### src/rtl/imm_encode.sv
// Packs a signed immediate into the I/S/B/J fields of an instruction template, behind a one-entry output register.
// Define IMM_ENCODE_ALIGN_CHECK_EN to also flag odd B/J immediates as errors.
module imm_encode (
  input  logic        clk,
  input  logic        reset_n,
  input  logic        in_valid,
  output logic        in_ready,
  input  logic [31:0] imm,
  input  logic [1:0]  immsrc,
  input  logic [24:0] tmpl,
  output logic        out_valid,
  input  logic        out_ready,
  output logic [24:0] instr,
  output logic        out_err,
  output logic [7:0]  err_count
);

  typedef enum logic {EMPTY, FULL} state_t;
  typedef enum logic [1:0] {FMT_I = 2'b00, FMT_S = 2'b01, FMT_B = 2'b10, FMT_J = 2'b11} fmt_t;

  state_t      state, state_next;
  fmt_t        fmt;
  logic        accept;
  logic [24:0] packed_instr;
  logic        range_err;
  logic        align_err;
  logic        err;

  assign fmt       = fmt_t'(immsrc);
  assign out_valid = (state == FULL);
  assign in_ready  = !out_valid || out_ready;
  assign accept    = in_valid && in_ready;

  // tmpl bit k corresponds to instruction bit k+7
  always_comb begin
    packed_instr = tmpl;
    range_err    = 1'b0;
    case (fmt)
      FMT_I: begin
        packed_instr[24:13] = imm[11:0];
        range_err = !((&imm[31:11]) || !(|imm[31:11]));
      end
      FMT_S: begin
        packed_instr[24:18] = imm[11:5];
        packed_instr[4:0]   = imm[4:0];
        range_err = !((&imm[31:11]) || !(|imm[31:11]));
      end
      FMT_B: begin
        packed_instr[24]    = imm[12];
        packed_instr[23:18] = imm[10:5];
        packed_instr[4:1]   = imm[4:1];
        packed_instr[0]     = imm[11];
        range_err = !((&imm[31:12]) || !(|imm[31:12]));
      end
      FMT_J: begin
        packed_instr[24]    = imm[20];
        packed_instr[23:14] = imm[10:1];
        packed_instr[13]    = imm[11];
        packed_instr[12:5]  = imm[19:12];
        range_err = !((&imm[31:20]) || !(|imm[31:20]));
      end
      default: ;
    endcase
  end

`ifdef IMM_ENCODE_ALIGN_CHECK_EN
  assign align_err = immsrc[1] && imm[0];
`else
  assign align_err = 1'b0;
`endif

  assign err = range_err || align_err;

  always_comb begin
    state_next = state;
    case (state)
      EMPTY: if (accept) state_next = FULL;
      FULL:  if (out_ready && !accept) state_next = EMPTY;
      default: state_next = EMPTY;
    endcase
  end

  always_ff @(posedge clk or negedge reset_n) begin
    if (!reset_n) state <= EMPTY;
    else          state <= state_next;
  end

  always_ff @(posedge clk or negedge reset_n) begin
    if (!reset_n) begin
      instr     <= '0;
      out_err   <= 1'b0;
      err_count <= '0;
    end else if (accept) begin
      instr   <= packed_instr;
      out_err <= err;
      if (err && err_count != 8'hFF) err_count <= err_count + 8'd1;
    end
  end

endmodule

### config.mk
export PLATFORM = sky130hd
export DESIGN_NAME = imm_encode
export DESIGN_NICKNAME = d
export VERILOG_FILES = /design/src/rtl/imm_encode.sv
export SDC_FILE = /design/constraint.sdc
export NUM_CORES = 1
export LEC_CHECK = 0
export CAP_MARGIN = 30
export CORE_UTILIZATION = 42
export CTS_BUF_LIST = sky130_fd_sc_hd__clkbuf_16
export DETAILED_ROUTE_END_ITERATION = 7
export HOLD_SLACK_MARGIN = 0.02
export PLACE_DENSITY_LB_ADDON = 0.05
export SLEW_MARGIN = 20
export SYNTH_ARGS = -nofsm -noshare
export SYNTH_HDL_FRONTEND = slang
export SYNTH_SLANG_ARGS = --single-unit
### constraint.sdc
create_clock -name clk -period 4.1 [get_ports clk]
set_clock_uncertainty 0.05 [all_clocks]
set_input_delay 0.82 -clock clk [delete_from_list [all_inputs] [get_ports clk]]
set_output_delay 0.82 -clock clk [all_outputs]
set_load 0.01 [all_outputs]
==> flow_summary.toml <==
[run_status]
status = "finished clean"

[detailed_routing]
vias = 1666
drtAntennaViolNets = 0
initialDrtViolationCount = 56
routedWlPerCell_um = 13.9
drc = 0
routed_wl_um = 4450
first_pass_iters = 4
routed_via_density = 5.19

[die]
rows = 23
die_h_um = 67.7
die-area_um2 = 4590
pin_count = 99
initial_core_util_pct = 44.4
die_w_um = 67.7
coreArea_um2 = 4090

[grt]
grt_pass1_wl_um = 6820
grt_pass1_vias = 1523
grt_overflow = 0
track_usage_pct = 20.5
antenna_found_initial = 0
grt_start_max_net_pins = 45

[place]
hpwl_um = 3260
io_buffers = 91
place_congestion = 0.736

[pwr]
pwr-share-comb_pct = 29.9
switching_share_pct = 26.4
cellLeakagePower_uw = 0.00123
power.share.clock_pct = 34.5
power_density_nw_per_um2 = 470
p_int_uw = 1030
p_sw_uw = 368
peakVddDrop_mv = 0.321
power.sequential.fraction_pct = 35.7

[clock_network]
cts_tree = "yes"
root_buffer = "clkbuf_16"
clock_sinks = 35
cts_buffers = 5
clk_pin_slew_worst_paths_ns = 0.05
cts_buffer_depth = 2
postCtsSetupRepairBufs = 0
clk-insertion-delay-late_ns = 0.28
cts_resized = 0
cts_hold_buffers = 0
htree_levels = 2

[critical_path]
critPathLaunchType = "primary input"
arrival_ns = 2.04
slowest_stage = "clkdlybuf4s50_1"
regToRegEndpoint = "err_count[1]$_DFFE_PN0P_"
worstPathMaxFanout = 5
r2r_cells = 6
required_ns = 3.23
cpMostUsedCell = "clkdlybuf4s50_1"
reg2reg_from = "err_count[2]$_DFFE_PN0P_"
reg2reg_slack_ns = 2.14
crit_chain = "clkdlybuf4s50_1 > nand2b_1 > clkdlybuf4s50_1"
path_buf_inv = 2
max_stage_delay_ns = 0.57
critPathLaunch = "out_ready"
cp_top_family = "buffers and inverters"
critical_path_class = "in2out"
endpoint_kind = "primary output"

[sta]
period_share_pct = 71.1
tightest_slew_ns = 0.788
rsz0062_at_grt = "false"
slew_viol_final = 0
setup_viol = 0
hold_viol = 0
fin_tns_setup_ns = 0
maxSlewHeadroom_pct = 47.5
hold_ws_ns = 0.428
max_freq_ghz = 0.343
period_needed_ns = 2.91

[cells_and_area]
diodes = 0
layout_commonest_cell = "clkdlybuf4s50_1"
final_util_pct = 72.6
syn2layout_area_growth_pct = 63.3
nFillCells = 309
final_cell_mix = "clkdlybuf4s50_1, dfrtp_1, nand2_1"
ff_latch_area_um2 = 876
drive_gt1_share_pct = 9.59
finalNetCount = 338
multi_input_area_um2 = 906

[logic_synthesis]
ys_warn_count = 0
syn_nets = 244
yosysSeqAreaShare_pct = 48.2
ys_types = 36
ys_seq_elements = 35
syn_avg_cell_area_um2 = 10.3
netlist_area_um2 = 1820
netlist_instances = 176

[min_path]
whs_path_depth = 2
hold_path.class = "reg2reg"
hp-start = "instr[7]$_DFFE_PN0P_"
hold_path_end = "instr[7]$_DFFE_PN0P_"

[job]
cap_violations = 0
[cell families (layout without fill, tap and decap cells)]
family	count (synthesis)	after routing	share of synthesized area (%)
AOI/OAI and AO/OA	45	45	15.6
xor gates and xnor gates	7	7	3.38
adders and majority gates	5	5	3.45
buffers and inverters	9	104	1.86
DFF	35	35	48.2
muxes	15	15	8.96
and+or+nand+nor	60	60	18.5
[power groups by stage]
stage | combinational, µW | sequential, µW | clock (µW)
global placement | 414 | 501 | 0
CTS | 423 | 498 | 490
finish | 416 | 497 | 481
floorplan | 131 | 532 | 0
global route | 457 | 511 | 506
detailed placement | 421 | 502 | 0
[cell usage after synthesis (all sizes together)]
master,count,area (µm²)
and4,1,8.76
clkbuf,5,18.8
a21boi,1,7.51
inv,3,11.3
nand2b,2,12.5
nor2,7,33.8
a41oi,1,8.76
xor2,7,61.3
nor3b,1,7.51
nor2b,4,25.0
a221oi,1,15.0
dfrtp,35,876
a21oi,12,60.1
nand4,6,52.6
o21a,1,7.51
or4,2,22.5
a22o,1,10.0
nor4,3,18.8
and2,1,6.26
nor3,1,5.00
o21ai,21,116
ha,5,62.6
buf,1,3.75
nand3,6,30.0
nand3b,1,7.51
a22oi,6,45.0
nand2,23,93.8
and3,2,12.5
a31oi,1,12.5
mux2,7,82.6
mux2i,8,80.1
[worst max path at each step]
| stage | endpoint | slack (ns) | depth (start not counted) |
|---|---|---|---|
| after floorplan | err_count[1]$_DFFE_PN0P_ | 1.78 | 6 |
| after global placement | err_count[1]$_DFFE_PN0P_ | 1.20 | 7 |
| after detailed placement | err_count[1]$_DFFE_PN0P_ | 1.17 | 7 |
| after CTS | in_ready | 1.20 | 3 |
| after global routing | in_ready | 1.15 | 3 |
| final | in_ready | 1.19 | 3 |
[layer usage]
metal | global-route usage, % | routed length [µm] | vias up
met4 | 6.12 | 53 | 0
met1 | 26.8 | 1970 | 770
met2 | 31.3 | 2060 | 63
li1 | - | - | 827
met3 | 7.43 | 370 | 6
met5 | 0 | 0 | -
[worst reg2reg max path, delay by kind of cell (launching register included)]
kind,cells,cell delay [ns]
compound gates,1,0.32
flops,1,0.44
simple gates,4,0.75
mux,1,0.29
[stage by stage]
stage | power, µW | instances | setup WS, ns | cell area [µm²]
detailed placement | 923 | 313 | 1.17 | 2780
finish | 1390 | 321 | 1.19 | 2970
global route | 1470 | 321 | 1.15 | 2970
CTS | 1410 | 321 | 1.20 | 2970
floorplan | 663 | 176 | 1.78 | 1820
global placement | 916 | 313 | 1.20 | 2780
[registers in the layout, indices dropped and copies added (netlist names)]
signal / flops
err_count: 8
out_valid: 1
instr: 25
out_err: 1
[cell type report]
type | instances | share of cell area (%)
Inverter | 3 | 0.380
Clock buffer | 5 | 4.22
Tap cell | 50 | 2.11
Multi-Input combinational cell | 132 | 30.5
Timing Repair Buffer | 93 | 31.1
Clock inverter | 3 | 2.15
Sequential cell | 35 | 29.5
Power figures use the tool's default switching activity.
